--- config.mk ---
export PLATFORM = sky130hd
export DESIGN_NAME = nasti_stream_reader
export DESIGN_NICKNAME = d
export VERILOG_FILES = /design/src/rtl/nasti_stream_pkg.sv /design/src/rtl/nasti_burst_splitter.sv /design/src/rtl/nasti_stream_reader_chk.sv /design/src/rtl/nasti_stream_reader.sv
export SDC_FILE = /design/constraint.sdc
export NUM_CORES = 1
export LEC_CHECK = 0
export BUFFER_PORTS_ARGS = -buffer_cell sky130_fd_sc_hd__buf_2
export CAP_MARGIN = 20
export CORE_ASPECT_RATIO = 0.6
export CORE_MARGIN = 2
export CORE_UTILIZATION = 41
export DETAILED_ROUTE_END_ITERATION = 6
export HOLD_SLACK_MARGIN = 0.06
export MAX_ROUTING_LAYER = met4
export PLACE_DENSITY = 0.65
export RECOVER_POWER = 25
export SLEW_MARGIN = 20
export SYNTH_ARGS = -nofsm -noshare
export SYNTH_HDL_FRONTEND = slang
export SYNTH_SLANG_ARGS = --single-unit
export TNS_END_PERCENT = 20
--- constraint.sdc ---
create_clock -name aclk -period 9.4 [get_ports aclk]
set_clock_uncertainty 0.15 [all_clocks]
set_input_delay 0.47 -clock aclk [delete_from_list [all_inputs] [get_ports aclk]]
set_output_delay 0.47 -clock aclk [all_outputs]
set_load 0.01 [all_outputs]
--- src/rtl/nasti_stream_pkg.sv ---
// Shared constants, FSM state type and burst sizing helper for the NASTI
// memory-to-stream read engine.
package nasti_stream_pkg;

    localparam logic [1:0] RESP_OKAY   = 2'b00;
    localparam logic [1:0] RESP_EXOKAY = 2'b01;
    localparam logic [1:0] RESP_SLVERR = 2'b10;
    localparam logic [1:0] RESP_DECERR = 2'b11;
    localparam logic [1:0] BURST_INCR  = 2'b01;

    localparam int ID_WIDTH   = 4;
    localparam int DEST_WIDTH = 4;
    localparam int USER_WIDTH = 1;

    typedef enum logic [1:0] {
        IDLE = 2'd0,
        RUN  = 2'd1,
        DONE = 2'd2
    } state_t;

    // Smallest of: beats left, max burst length, beats before the next 4 KB page.
    function automatic logic [8:0] burst_beats(
        input logic [11:0]  addr_lo,
        input logic [63:0]  remaining,
        input logic [8:0]   max_beats,
        input int unsigned  shift
    );
        logic [63:0] page;
        logic [63:0] lim;
        page = 64'((13'h1000 - {1'b0, addr_lo}) >> shift);
        lim  = {55'd0, max_beats};
        lim  = (page < lim) ? page : lim;
        lim  = (remaining < lim) ? remaining : lim;
        return 9'(lim);
    endfunction

endpackage

--- src/rtl/nasti_burst_splitter.sv ---
// Walks a beat-aligned read range, issuing one AR burst at a time that never
// crosses a 4 KB page and never exceeds the maximum burst length.
module nasti_burst_splitter
    import nasti_stream_pkg::*;
#(
    parameter int ADDR_WIDTH       = 64,
    parameter int DATA_WIDTH       = 64,
    parameter int MAX_BURST_LENGTH = 8,
    localparam int SHIFT           = $clog2(DATA_WIDTH / 8),
    localparam int CNT_W           = ADDR_WIDTH - SHIFT
) (
    input  logic                  clk,
    input  logic                  rst,
    input  logic                  start,
    input  logic [ADDR_WIDTH-1:0] addr,
    input  logic [CNT_W-1:0]      beats,
    input  logic                  credit_ok,
    input  logic                  ar_ready,
    output logic                  ar_valid,
    output logic [ADDR_WIDTH-1:0] ar_addr,
    output logic [7:0]            ar_len,
    output logic                  issue_done
);

    logic [ADDR_WIDTH-1:0] addr_r;
    logic [CNT_W-1:0]      remaining_r;
    logic                  ar_valid_r;
    logic [ADDR_WIDTH-1:0] ar_addr_r;
    logic [7:0]            ar_len_r;
    logic [8:0]            next_beats_s;
    logic [CNT_W-1:0]      sent_beats_s;
    logic [ADDR_WIDTH-1:0] sent_bytes_s;

    // Size of the next burst and the span of the burst currently on AR.
    always_comb begin
        next_beats_s = burst_beats(addr_r[11:0], 64'(remaining_r),
                                   9'(MAX_BURST_LENGTH), SHIFT);
        sent_beats_s = CNT_W'({1'b0, ar_len_r}) + CNT_W'(1);
        sent_bytes_s = ADDR_WIDTH'(sent_beats_s) << SHIFT;
    end

    // Range cursor and AR holding register; AR fields stay frozen until accepted.
    always_ff @(posedge clk or posedge rst) begin
        if (rst) begin
            addr_r      <= {ADDR_WIDTH{1'b0}};
            remaining_r <= {CNT_W{1'b0}};
            ar_valid_r  <= 1'b0;
            ar_addr_r   <= {ADDR_WIDTH{1'b0}};
            ar_len_r    <= 8'd0;
        end else if (start) begin
            addr_r      <= addr;
            remaining_r <= beats;
            ar_valid_r  <= 1'b0;
        end else if (ar_valid_r) begin
            if (ar_ready) begin
                ar_valid_r  <= 1'b0;
                addr_r      <= addr_r + sent_bytes_s;
                remaining_r <= remaining_r - sent_beats_s;
            end
        end else if ((remaining_r != {CNT_W{1'b0}}) && credit_ok) begin
            ar_valid_r <= 1'b1;
            ar_addr_r  <= addr_r;
            ar_len_r   <= 8'(next_beats_s - 9'd1);
        end
    end

    assign ar_valid   = ar_valid_r;
    assign ar_addr    = ar_addr_r;
    assign ar_len     = ar_len_r;
    assign issue_done = (remaining_r == {CNT_W{1'b0}}) && !ar_valid_r;

endmodule

--- src/rtl/nasti_stream_reader_chk.sv ---
// Protocol checks for the stream reader: request alignment, R-channel sanity
// against issued bursts, outstanding limit and address wrap.
module nasti_stream_reader_chk #(
    parameter int ADDR_WIDTH      = 64,
    parameter int DATA_WIDTH      = 64,
    parameter int MAX_OUTSTANDING = 2
) (
    input logic                  clk,
    input logic                  rst,
    input logic                  req_valid,
    input logic                  req_ready,
    input logic [ADDR_WIDTH-1:0] req_src,
    input logic [ADDR_WIDTH-1:0] req_len,
    input logic                  ar_valid,
    input logic                  ar_ready,
    input logic [ADDR_WIDTH-1:0] ar_addr,
    input logic [7:0]            ar_len,
    input logic                  r_valid,
    input logic                  r_ready,
    input logic                  r_last,
    input logic [3:0]            outstanding
);
    localparam int SHIFT = $clog2(DATA_WIDTH / 8);
    localparam logic [ADDR_WIDTH-1:0] LOW_MASK = ADDR_WIDTH'(DATA_WIDTH / 8 - 1);

    logic [7:0]          len_q_r [8];
    logic [2:0]          wr_ptr_r;
    logic [2:0]          rd_ptr_r;
    logic [7:0]          beat_r;
    logic                ar_hs_s;
    logic                r_hs_s;
    logic [ADDR_WIDTH:0] burst_end_s;

    assign ar_hs_s     = ar_valid && ar_ready;
    assign r_hs_s      = r_valid && r_ready;
    assign burst_end_s = {1'b0, ar_addr}
                       + (((ADDR_WIDTH + 1)'(ar_len) + (ADDR_WIDTH + 1)'(1)) << SHIFT);

    // Burst length FIFO written on AR handshake.
    always_ff @(posedge clk) begin
        if (ar_hs_s) begin
            len_q_r[wr_ptr_r] <= ar_len;
        end
    end

    // FIFO pointers and beat position within the burst being returned.
    always_ff @(posedge clk or posedge rst) begin
        if (rst) begin
            wr_ptr_r <= 3'd0;
            rd_ptr_r <= 3'd0;
            beat_r   <= 8'd0;
        end else begin
            if (ar_hs_s) begin
                wr_ptr_r <= wr_ptr_r + 3'd1;
            end
            if (r_hs_s) begin
                if (r_last) begin
                    rd_ptr_r <= rd_ptr_r + 3'd1;
                    beat_r   <= 8'd0;
                end else begin
                    beat_r <= beat_r + 8'd1;
                end
            end
        end
    end

    a_len_aligned: assert property (@(posedge clk) disable iff (rst)
        (req_valid && req_ready) |-> ((req_len & LOW_MASK) == {ADDR_WIDTH{1'b0}}));
    a_src_aligned: assert property (@(posedge clk) disable iff (rst)
        (req_valid && req_ready) |-> ((req_src & LOW_MASK) == {ADDR_WIDTH{1'b0}}));
    a_no_stray_r: assert property (@(posedge clk) disable iff (rst)
        r_valid |-> (outstanding != 4'd0));
    a_burst_end: assert property (@(posedge clk) disable iff (rst)
        r_hs_s |-> (r_last == (beat_r == len_q_r[rd_ptr_r])));
    a_outstanding: assert property (@(posedge clk) disable iff (rst)
        outstanding <= 4'(MAX_OUTSTANDING));
    a_no_wrap: assert property (@(posedge clk) disable iff (rst)
        ar_hs_s |-> (!burst_end_s[ADDR_WIDTH] || (burst_end_s[ADDR_WIDTH-1:0] == {ADDR_WIDTH{1'b0}})));

endmodule

--- src/rtl/nasti_stream_reader.sv ---
// Memory-to-stream DMA read engine: splits a byte range into NASTI read bursts,
// keeps several in flight and forwards read data onto a NASTI stream.
module nasti_stream_reader
    import nasti_stream_pkg::*;
#(
    parameter int ADDR_WIDTH       = 64,
    parameter int DATA_WIDTH       = 64,
    parameter int MAX_BURST_LENGTH = 8,
    parameter int MAX_OUTSTANDING  = 2
) (
    input  logic                    aclk,
    input  logic                    areset,
    output logic [ID_WIDTH-1:0]     src_ar_id,
    output logic [ADDR_WIDTH-1:0]   src_ar_addr,
    output logic [7:0]              src_ar_len,
    output logic [2:0]              src_ar_size,
    output logic [1:0]              src_ar_burst,
    output logic                    src_ar_lock,
    output logic [3:0]              src_ar_cache,
    output logic [2:0]              src_ar_prot,
    output logic                    src_ar_valid,
    input  logic                    src_ar_ready,
    input  logic [DATA_WIDTH-1:0]   src_r_data,
    input  logic [1:0]              src_r_resp,
    input  logic                    src_r_last,
    input  logic                    src_r_valid,
    output logic                    src_r_ready,
    output logic                    src_aw_valid,
    output logic                    src_w_valid,
    output logic                    src_b_ready,
    output logic [DATA_WIDTH-1:0]   dest_t_data,
    output logic [DATA_WIDTH/8-1:0] dest_t_strb,
    output logic [DATA_WIDTH/8-1:0] dest_t_keep,
    output logic                    dest_t_last,
    output logic [ID_WIDTH-1:0]     dest_t_id,
    output logic [DEST_WIDTH-1:0]   dest_t_dest,
    output logic [USER_WIDTH-1:0]   dest_t_user,
    output logic                    dest_t_valid,
    input  logic                    dest_t_ready,
    input  logic [ADDR_WIDTH-1:0]   r_src,
    input  logic [ADDR_WIDTH-1:0]   r_len,
    input  logic                    r_valid,
    output logic                    r_ready,
    output logic                    busy,
    output logic                    done,
    output logic                    err
);
    localparam int SHIFT = $clog2(DATA_WIDTH / 8);
    localparam int CNT_W = ADDR_WIDTH - SHIFT;
    localparam logic [ADDR_WIDTH-1:0] ALIGN_MASK = ~ADDR_WIDTH'(DATA_WIDTH / 8 - 1);

    state_t           state_r;
    state_t           state_s;
    logic [CNT_W-1:0] deliver_r;
    logic [3:0]       outstanding_r;
    logic             err_r;
    logic             accept_s;
    logic             t_hs_s;
    logic             last_hs_s;
    logic             ar_hs_s;
    logic             r_last_hs_s;
    logic             credit_ok_s;
    logic             issue_done_s;
    logic [CNT_W-1:0] len_beats_s;

    assign accept_s    = r_valid && (state_r != RUN);
    assign len_beats_s = CNT_W'(r_len >> SHIFT);
    assign t_hs_s      = src_r_valid && dest_t_ready;
    assign last_hs_s   = t_hs_s && (deliver_r == CNT_W'(1));
    assign ar_hs_s     = src_ar_valid && src_ar_ready;
    assign r_last_hs_s = t_hs_s && src_r_last;
    assign credit_ok_s = outstanding_r < 4'(MAX_OUTSTANDING);

    nasti_burst_splitter #(
        .ADDR_WIDTH       (ADDR_WIDTH),
        .DATA_WIDTH       (DATA_WIDTH),
        .MAX_BURST_LENGTH (MAX_BURST_LENGTH)
    ) u_splitter (
        .clk        (aclk),
        .rst        (areset),
        .start      (accept_s),
        .addr       (r_src & ALIGN_MASK),
        .beats      (len_beats_s),
        .credit_ok  (credit_ok_s),
        .ar_ready   (src_ar_ready),
        .ar_valid   (src_ar_valid),
        .ar_addr    (src_ar_addr),
        .ar_len     (src_ar_len),
        .issue_done (issue_done_s)
    );

    // Next-state logic: a zero-length request completes without touching the bus.
    always_comb begin
        state_s = state_r;
        case (state_r)
            IDLE, DONE: begin
                if (accept_s) begin
                    if (len_beats_s == {CNT_W{1'b0}}) state_s = DONE;
                    else                              state_s = RUN;
                end else begin
                    state_s = IDLE;
                end
            end
            RUN: begin
                if (last_hs_s && issue_done_s) state_s = DONE;
                else                           state_s = RUN;
            end
            default: state_s = IDLE;
        endcase
    end

    // FSM state register.
    always_ff @(posedge aclk or posedge areset) begin
        if (areset) state_r <= IDLE;
        else        state_r <= state_s;
    end

    // Delivery countdown, sticky error and in-flight burst count.
    always_ff @(posedge aclk or posedge areset) begin
        if (areset) begin
            deliver_r     <= {CNT_W{1'b0}};
            outstanding_r <= 4'd0;
            err_r         <= 1'b0;
        end else begin
            if (accept_s) begin
                deliver_r <= len_beats_s;
                err_r     <= 1'b0;
            end else if ((state_r == RUN) && t_hs_s) begin
                deliver_r <= deliver_r - CNT_W'(1);
                if ((src_r_resp == RESP_SLVERR) || (src_r_resp == RESP_DECERR)) begin
                    err_r <= 1'b1;
                end
            end
            case ({ar_hs_s, r_last_hs_s})
                2'b10:   outstanding_r <= outstanding_r + 4'd1;
                2'b01:   outstanding_r <= outstanding_r - 4'd1;
                default: outstanding_r <= outstanding_r;
            endcase
        end
    end

    assign src_ar_id    = {ID_WIDTH{1'b0}};
    assign src_ar_size  = 3'(SHIFT);
    assign src_ar_burst = BURST_INCR;
    assign src_ar_lock  = 1'b0;
    assign src_ar_cache = 4'd0;
    assign src_ar_prot  = 3'd0;
    assign src_aw_valid = 1'b0;
    assign src_w_valid  = 1'b0;
    assign src_b_ready  = 1'b0;

    // Read data streams straight through; burst r_last is replaced by the transfer end.
    assign dest_t_valid = src_r_valid;
    assign dest_t_data  = src_r_data;
    assign src_r_ready  = dest_t_ready;
    assign dest_t_last  = (deliver_r == CNT_W'(1));
    assign dest_t_strb  = {(DATA_WIDTH/8){1'b1}};
    assign dest_t_keep  = {(DATA_WIDTH/8){1'b1}};
    assign dest_t_id    = {ID_WIDTH{1'b0}};
    assign dest_t_dest  = {DEST_WIDTH{1'b0}};
    assign dest_t_user  = {USER_WIDTH{1'b0}};

    assign r_ready = (state_r != RUN);
    assign busy    = (state_r == RUN);
    assign done    = (state_r == DONE);
    assign err     = err_r;

    nasti_stream_reader_chk #(
        .ADDR_WIDTH      (ADDR_WIDTH),
        .DATA_WIDTH      (DATA_WIDTH),
        .MAX_OUTSTANDING (MAX_OUTSTANDING)
    ) u_chk (
        .clk         (aclk),
        .rst         (areset),
        .req_valid   (r_valid),
        .req_ready   (r_ready),
        .req_src     (r_src),
        .req_len     (r_len),
        .ar_valid    (src_ar_valid),
        .ar_ready    (src_ar_ready),
        .ar_addr     (src_ar_addr),
        .ar_len      (src_ar_len),
        .r_valid     (src_r_valid),
        .r_ready     (src_r_ready),
        .r_last      (src_r_last),
        .outstanding (outstanding_r)
    );

endmodule

==> Word level (Yosys, flattened, before mapping) <==
Index checks and enable logic that the tools add are counted.
{ "totals": {"output_inout_bits": 189, "input_bits": 201, "regBits": 266, "wordCells": 76} }
{ "op_classes": {"bitwise": 2, "mux": 22, "n_reduce_logical": 24, "addsub": 8, "n_eq_ne": 8, "magnitude_cmp": 3} }
{ "ops": {"columns": ["cell", "n"], "rows": [
  ["$mux 61", 6],
  ["$mux 64", 3],
  ["$logic_not 61->1", 2],
  ["$add 64x64->64", 1],
  ["$eq 61x1->1 const B", 1],
  ["$lt 61x4->1 const B", 1],
  ["$lt 61x61->1", 1],
  ["$reduce_bool 61->1", 1],
  ["$sub 61x1->61 const B", 1],
  ["$sub 61x9->61", 1],
  ["$sub 13x12->14 const A", 1],
  ["$reduce_bool 2->1", 5],
  ["$add 8x1->9 const B", 1],
  ["$logic_and 1x1->1", 9],
  ["$eq 2x2->1 const B", 4],
  ["$mux 8", 1],
  ["$pmux 4 s2", 1],
  ["$sub 8x1->8 const B", 1],
  ["$mux 1", 7],
  ["$mux 2", 3],
  ["$add 4x1->4 const B", 1],
  ["$eq 2x1->1 const B", 2],
  ["$lt 4x2->1 const B", 1],
  ["$pmux 2 s2", 1],
  ["9 further kinds", 11]
]} }

==> Logic depth before layout (Yosys ltp) <==
Gate-level depths: netlist of the first run.
{ "depth": {"depth_word": 6, "depth_mapped": 21, "depth_no_buf": 20} }

==> Modules after synthesis <==
A second synthesis of the first run with hierarchy kept.
{ "unflattened": {"cells_unflattened": 1894, "hier_area_um2": 16490.8} }
{ "modules_own_cells": {"columns": ["mod", "n_inst", "seq_area_each_um2", "cells_per_inst", "area_each_um2"], "rows": [
  ["nasti_burst_splitter", 1, 4954.8, 1276, 11160.7],
  ["nasti_stream_reader", 1, 1701.6, 618, 5330.1]
]} }

==> Worst setup path before layout of the first run <==
Ideal clock, no wire load.
{ "synth_path": {"kind": "register to register", "from": "register u_splitter.addr_r[3]", "to": "register u_splitter.ar_len_r[6] (netlist: u_splitter.ar_len[6])", "arrival_time_ps": 3726, "period_less_slack_ps": 4003, "n_path_buf": 1, "stages_incl_launch_ff": 21, "slack_ps": 5397, "required_ps": 9123, "setup_ps": 127, "cell_sequence": "dfrtp_1 inv_1 ha_1 nor2_1 mux2i_1 nor3_1 nand2_1 ha_1 a21oi_1 o21ai_0 a221oi_1 and4b_1 and2_1 buf_2 mux2_2 ha_1 nand2_1 nor3_1 xor2_1 mux2i_1 o21ai_0"} }
{ "synth_between": {"elab_chain_len": 6} }
{ "synth_rtl": {"columns": ["item", "line", "text"], "rows": [
  ["start, declared", "nasti_burst_splitter.sv:25", "logic [ADDR_WIDTH-1:0] addr_r;"],
  ["start signal, assigned", "nasti_burst_splitter.sv:45", "addr_r <= {ADDR_WIDTH{1'b0}};"],
  ["start signal, assigned", "nasti_burst_splitter.sv:51", "addr_r <= addr;"],
  ["start signal, assigned", "nasti_burst_splitter.sv:57", "addr_r <= addr_r + sent_bytes_s;"],
  ["$sub 13x12->14 *", "nasti_stream_pkg.sv:30", "page = 64'((13'h1000 - {1'b0, addr_lo}) >> shift);"],
  ["$lt 61x4->1", "nasti_stream_pkg.sv:32", "lim = (page < lim) ? page : lim;"],
  ["$mux 61 *", "nasti_stream_pkg.sv:32", null],
  ["$lt 61x61->1", "nasti_stream_pkg.sv:33", "lim = (remaining < lim) ? remaining : lim;"],
  ["$mux 8 *", "nasti_stream_pkg.sv:33", null],
  ["$sub 8x1->8 *", "nasti_burst_splitter.sv:63", "ar_len_r <= 8'(next_beats_s - 9'd1);"],
  ["end signal, assigned", "nasti_burst_splitter.sv:63", null],
  ["end, declared", "nasti_burst_splitter.sv:29", "logic [7:0] ar_len_r;"]
]} }
Mark *: on every way between the ends. The rest lies on a longest branch, timed or not.
A chain may end at the register's enable or synchronous reset.

==> Final worst setup path of the first run <==
Ends and elaborated chain as after synthesis.

==> results of run 1 <==
-- power by group --
part / leakage (nW) / total (W) / switching, W / internal (W)
Sequential: 3.18 / 0.00194 / 0.000409 / 0.00153
Combinational: 3.96 / 0.00174 / 0.000934 / 0.000802
Clock: 0.492 / 0.00122 / 0.000490 / 0.000727
Total: 7.63 / 0.00489 / 0.00183 / 0.00306
-- cells in the mapped netlist, drive strengths merged (5+ instances only) --
library cell	count	area [um2]
a21o	11	82.6
a21oi	61	305
a31oi	11	68.8
and2	10	62.6
and3	20	126
buf	131	957
clkbuf	51	191
dfrtp	260	6510
ha	35	438
inv	35	131
mux2	60	676
mux2i	6	60.1
nand2	191	717
nand2b	6	37.5
nand3	59	300
nand4	39	259
nand4b	5	43.8
nor2	109	409
nor2b	5	31.3
nor3	57	302
nor3b	6	45.0
nor4	52	365
nor4b	7	67.6
o211ai	38	285
o21a	5	37.5
o21ai	126	631
o311ai	23	201
or2	12	75.1
or3	35	224
or4	15	116
xnor2	79	692
xor2	46	403
-- sequential cells by signal, summed over array words and instances (netlist names) --
name,flops
deliver_r,61
u_splitter.addr_r,61
u_splitter.ar_addr,61
u_splitter.remaining_r,61
u_splitter.ar_len,8
outstanding_r,4
state_r,2
err,1
u_splitter.ar_valid,1
-- what timing repair did --
item                      4_1_cts  5_1_grt
hold buffers                  102        0
setup buffers                   0        0
hold endpoints to repair      239        0
-- worst min-delay path: cells and delay by family --
family | cells | cell delay, ps
compound gates | 1 | 90
simple gates | 1 | 100
buf+inv | 1 | 90
-- per-layer routing --
layer,global-route usage,vias to the layer above,wire (um)
met5,-,-,0
met4,0.0485,0,847
li1,-,6243,-
met2,0.328,548,19700
met1,0.350,6540,21700
met3,0.0723,65,4250
-- cells by family (layout without fill, tap and decap cells) --
family / after synthesis / in the layout
simple gates: 640 / 640
compound gates: 312 / 312
flops: 260 / 260
buf+inv: 217 / 407
xor+xnor: 125 / 125
mux: 66 / 66
fa+ha+maj: 38 / 38
other cells: 2 / 54
-- through the flow --
step                      worst slack (ps)   util  power (W)
after floorplan                       1620      -    0.00313
after global placement                4530  0.442    0.00356
after detailed placement              4430  0.442    0.00363
after CTS                             4420  0.498    0.00490
after global routing                  3700  0.498    0.00522
final                                 4340  0.498    0.00489
-- area by class of cell --
cell class	count	area (um2)
Antenna cell	1	2.50
Clock buffer	39	833
Clock inverter	12	169
Fill cell	3452	18400
Inverter	35	133
Multi-Input combinational cell	1234	7800
Sequential cell	260	6510
Tap cell	504	631
Timing Repair Buffer	321	2150
-- final timing paths --
kind,start,to,depth (start not counted)
worst min register to register,u_splitter.ar_addr[58],u_splitter.ar_addr[58],2
worst min-delay path,r_len[23],u_splitter.remaining_r[20],3
min in group asynchronous,areset,u_splitter.ar_addr[21],3
worst max-delay path,u_splitter.addr_r[3],u_splitter.ar_len[6],19
worst max register to register,u_splitter.addr_r[3],u_splitter.ar_len[6],19
max in group asynchronous,areset,u_splitter.addr_r[53],4
==> flow_metrics.env, run 1 <==
export IMPL_grt_pass1_vias=12742
export IMPL_routed_wl_um=46400
export IMPL_instances_no_fill=2406
export IMPL_cp_num_buf_inv=1
export IMPL_reg2reg_slack_ps=4340
export IMPL_synthXorXnorAreaFrac=0.0713
export IMPL_hold_viol_final=0
export IMPL_drtIter0Drc=1477
export IMPL_mostFrequentLayoutCells="260 x dfrtp_1, 204 x buf_2, 190 x nand2_1, 125 x o21ai_0, 109 x nor2_1"
export IMPL_rsz0062_at_grt="no"
export IMPL_fin_crit_sh=0.539
export IMPL_ioPinCount=390
export IMPL_worstSetupEndpointType="flip-flop"
export IMPL_core_area_mm2=0.0366
export IMPL_syn_area_mm2=0.0154
export IMPL_clkTransAtPathRegs_ps=70
export IMPL_htreeDepth=1
export IMPL_synth_fa_ha_area_frac=0.0324
export IMPL_die_w_um=254
export IMPL_setup_viol=0
export IMPL_cp_required_ps=9640
export IMPL_antenna_left=0
export IMPL_vias=13396
export IMPL_crit_top_cell="ha_1"
export IMPL_clockRootBuffer="clkbuf_16"
export IMPL_wl_per_cell_um=19.3
export IMPL_start_kind="flip-flop"
export IMPL_synth_top_family_by_area="simple AND/OR/NAND/NOR gates"
export IMPL_relSlewSlack=-2.68
export IMPL_die_y_um=154
export IMPL_critPathTopFamily="simple AND/OR/NAND/NOR gates"
export IMPL_critical_path_class="flip-flop to flip-flop"
export IMPL_track_usage=0.241
export IMPL_peakVddDrop_uv=151
export IMPL_synth_warnings=0
export IMPL_final_common_cell="dfrtp_1"
export IMPL_placed_cell_area_mm2=0.0162
export IMPL_status="finished with violations"
export IMPL_fp_row_count=54
export IMPL_cap_violations=1
export IMPL_worst_pin_slew_ps=5490
export IMPL_power_leakage_nw=7.63
export IMPL_cts_buffer_depth=3
export IMPL_min_path_type="input pin to flip-flop"
export IMPL_cts_tree="yes"
export IMPL_cts_buffers=28
export IMPL_die_area_mm2=0.0391
export IMPL_gr_total_overflow=0
export IMPL_synth_edf_count=0
export IMPL_powerDensity_mw_per_mm2=269
export IMPL_worstSkewPairLatency_ps=560
export IMPL_avgSynthCellArea_um2=9.26
export IMPL_final_layout_size_suffix_gt1_frac=0.189
export IMPL_fin_nets=2119
export IMPL_fin_area_mm2=0.0182
export IMPL_arrival_ps=5300
export IMPL_place_hpwl_um=32900
export IMPL_drtPass1Iterations=5
export IMPL_drcViolationCount=0
export IMPL_area_growth_pct=18.6
export IMPL_fmax_mhz=198
export IMPL_ctsResizeCount=0
export IMPL_synth_cell_types=77
export IMPL_finalWeightedCongestion=0.912
export IMPL_floorplan_initialDensity=0.420
export IMPL_synthSimpleGateAreaFrac=0.214
export IMPL_async_flop_share=1.00
export IMPL_placedCellCount=2252
export IMPL_syn_inst=1660
export IMPL_placement_io_buffers=206
export IMPL_path_cells="inv_1, ha_1, nor2_1, mux2i_1, nor3_1, nand2_1, ha_1, a21oi_1, o21ai_0, a221oi_1, and4b_1, and2_1, mux2_2, ha_1, nand2_1, nor3_1, xor2_1, mux2i_1, o21ai_0"
export IMPL_antenna_found_initial=0
export IMPL_viasPerCell=5.57
export IMPL_cpPeakStageDelay_ps=570
export IMPL_synth_ff_type="dfrtp_1"
export IMPL_hold_worst_slack_ps=88.0
export IMPL_numClockSinks=260
export IMPL_setup_tns_ps=0
export IMPL_muxShareOfSynthArea=0.0479
export IMPL_critical_path_peak_fanout=8
export IMPL_synth_compound_area_frac=0.127
export IMPL_post_route_min_period_ps=5060
export IMPL_ys_seq_area_frac=0.423
export IMPL_grt_max_degree=121
export IMPL_grt_pass1_wl_um=72600
export IMPL_slew_violations=121
export IMPL_ys_seq_elements=260
export IMPL_violations="capacitance limit, slew limit"
export IMPL_cp_slowest_cell="nor3_1"
Note: power is estimated with default switching activity, not from simulation.
==> run 2, diff against run 1 <==
--- a/config.mk
+++ b/config.mk
@@ -13,7 +13,7 @@
 export DETAILED_ROUTE_END_ITERATION = 6
 export HOLD_SLACK_MARGIN = 0.06
 export MAX_ROUTING_LAYER = met4
-export PLACE_DENSITY = 0.65
+export PLACE_DENSITY = 0.68
 export RECOVER_POWER = 25
 export SLEW_MARGIN = 20
 export SYNTH_ARGS = -nofsm -noshare
==> constraint.sdc (replaced) <==
create_clock -name aclk -period 4.24 [get_ports aclk]
set_clock_uncertainty 0.15 [all_clocks]
set_input_delay 0.212 -clock aclk [delete_from_list [all_inputs] [get_ports aclk]]
set_output_delay 0.212 -clock aclk [all_outputs]
set_load 0.01 [all_outputs]
==> run 2 against run 1 <==
Effect of this change:
- the flow still finishes with violations (capacitance limit, slew limit)
- via count is 2.3% higher
- clock-buffer cell count unchanged
- global-route usage up 0.79 points
- critical path depth decreased by 6
- register-to-register slack worse by 4100 ps
- sequential share of layout area is 0.62 points lower
- sequential power rose by 120%
- first-iteration DRC count down 6.8%
- critical endpoint is now u_splitter.remaining_r[49]
==> flow_metrics.env, run 2 (same netlist as run 1, synthesis figures left out) <==
export IMPL_grt_pass1_wl_um=74500
export IMPL_setup_ws_ps=224
export IMPL_post_route_min_period_ps=4020
export IMPL_antenna_found_initial=2
export IMPL_ioPinCount=390
export IMPL_pwr_share_comb=0.373
export IMPL_clkTransAtPathRegs_ps=70
export IMPL_power_leakage_nw=7.80
export IMPL_die_w_um=254
export IMPL_die_y_um=154
export IMPL_relSlewSlack=-0.883
export IMPL_peakVddDrop_uv=310
export IMPL_fp_row_count=54
export IMPL_place_hpwl_um=34100
export IMPL_nFillCells=3415
export IMPL_rsz0062_at_grt="no"
export IMPL_fin_crit_sh=0.947
export IMPL_powerDensity_mw_per_mm2=578
export IMPL_finalWeightedCongestion=0.891
export IMPL_cpPeakStageDelay_ps=890
export IMPL_grt_pass1_vias=13345
export IMPL_hold_viol_final=0
export IMPL_area_growth_pct=20.7
export IMPL_drcViolationCount=0
export IMPL_crit_top_cell="ha_1"
export IMPL_critical_path_class="flip-flop to flip-flop"
export IMPL_drtIter0Drc=1377
export IMPL_critical_path_peak_fanout=15
export IMPL_core_area_mm2=0.0366
export IMPL_track_usage=0.249
export IMPL_arrival_ps=4250
export IMPL_htreeDepth=1
export IMPL_swShare=0.380
export IMPL_worstSetupEndpointType="flip-flop"
export IMPL_gr_total_overflow=0
export IMPL_cp_slowest_cell="nor4_2"
export IMPL_cp_required_ps=4480
export IMPL_path_cells="ha_1, nand3_1, nor2_1, xor2_1, inv_1, ha_1, and3_1, and2_1, o21a_1, o31a_1, nor4_2, a31o_2, a31oi_1"
export IMPL_power_switching_w=0.00407
export IMPL_wl_per_cell_um=19.4
export IMPL_seqPwrFrac=0.401
export IMPL_cts_buffer_depth=3
export IMPL_setup_tns_ps=0
export IMPL_mostFrequentLayoutCells="259 x dfrtp_1, 203 x buf_2, 190 x nand2_1, 127 x dlygate4sd3_1, 125 x o21ai_0"
export IMPL_final_common_cell="dfrtp_1"
export IMPL_cp_num_buf_inv=1
export IMPL_floorplan_initialDensity=0.420
export IMPL_cap_violations=3
export IMPL_grt_max_degree=206
export IMPL_worstSkewPairLatency_ps=550
export IMPL_antenna_left=0
export IMPL_worst_pin_slew_ps=2820
export IMPL_start_kind="flip-flop"
export IMPL_slew_violations=263
export IMPL_routed_wl_um=47700
export IMPL_cts_buffers=27
export IMPL_die_area_mm2=0.0391
export IMPL_clockRootBuffer="clkbuf_16"
export IMPL_pwr_share_clk=0.226
export IMPL_fin_nets=2168
export IMPL_status="finished with violations"
export IMPL_cts_tree="yes"
export IMPL_drtPass1Iterations=7
export IMPL_violations="capacitance limit, slew limit"
export IMPL_placement_io_buffers=206
export IMPL_setup_viol=0
export IMPL_internal_power_w=0.00665
export IMPL_vias=13704
export IMPL_viasPerCell=5.58
export IMPL_critPathTopFamily="simple AND/OR/NAND/NOR gates"
export IMPL_min_path_type="input pin to flip-flop"
export IMPL_numClockSinks=260
export IMPL_final_layout_size_suffix_gt1_frac=0.194
export IMPL_pre_cts_slack_ps=171
export IMPL_fmax_mhz=249
[run 2: cell count changes in the layout (fill, tap and decap cells not counted), sizes merged]
cell,before,now
buf,217,238
clkinv,5,8
clkinvlp,3,1
bufinv,4,2
clkbuf,41,45
dlygate4sd3,102,127
inv,35,34
[run 2: final timing paths]
path	startpoint	endpoint	slack [ps]	depth (start not counted)
setup / recovery	u_splitter.ar_len[0]	u_splitter.remaining_r[49]	220	13
setup reg to reg	u_splitter.ar_len[0]	u_splitter.remaining_r[49]	220	13
max in group asynchronous	areset	u_splitter.addr_r[48]	1100	4
hold reg to reg	u_splitter.ar_addr[3]	u_splitter.ar_addr[3]	320	2
hold / removal	dest_t_ready	state_r[1]	110	5
min in group asynchronous	areset	u_splitter.ar_addr[15]	970	4
[run 2: worst reg2reg max path, stage by stage (launching register included)]
cell and delay, ps:
dfrtp_1 420, ha_1 210, nand3_1 140, nor2_1 210, xor2_1 250, inv_1 80, ha_1 340, and3_1 210
and2_1 170, o21a_1 110, o31a_1 310, nor4_2 900, a31o_2 280, a31oi_1 90
[run 2: power groups by stage]
stage               Sequential (W)  Clock [W]  Combinational [W]
detailed placement         0.00431          0            0.00386
global placement           0.00425          0            0.00375
CTS                        0.00427    0.00247            0.00397
finish                     0.00430    0.00242            0.00399
global route               0.00443    0.00257            0.00443
floorplan                  0.00422          0            0.00272
[run 2: cell type report]
class | instances | area (um2) | area share
Multi-Input combinational cell | 1234 | 7800 | 0.421
Sequential cell | 260 | 6510 | 0.351
Timing Repair Buffer | 371 | 2600 | 0.140
Clock buffer | 39 | 771 | 0.0416
Tap cell | 504 | 631 | 0.0340
Inverter | 35 | 133 | 0.00715
Clock inverter | 10 | 104 | 0.00560
Antenna cell | 1 | 2.50 | 0.000135
[run 2: per-layer routing]
metal	share of wire	track usage	wire [um]
met5	0	-	0
met4	0.033	0.0765	1550
met3	0.11	0.0862	5100
met2	0.41	0.333	19700
met1	0.45	0.349	21300
[run 2: per-stage QoR]
| stage | area [um2] | hold slack (ps) | cells | total power [W] | utilization |
|---|---|---|---|---|---|
| after global placement | 16400 | 269 | 2276 | 0.00800 | 0.449 |
| after global routing | 18500 | 129 | 2454 | 0.0114 | 0.507 |
| final | 18500 | 109 | 2454 | 0.0107 | 0.507 |
| after CTS | 18600 | 72.3 | 2452 | 0.0107 | 0.507 |
| after detailed placement | 16400 | 273 | 2276 | 0.00817 | 0.449 |
| after floorplan | 15600 | 178 | 1711 | 0.00694 | - |
[run 2: timing repair]
action | in CTS | in global routing
gates resized for setup | 0 | 3
endpoints found under the hold margin | 447 | 0
hold buffers | 127 | 0
buffers inserted | 0 | 1
setup endpoints to repair | 0 | 4
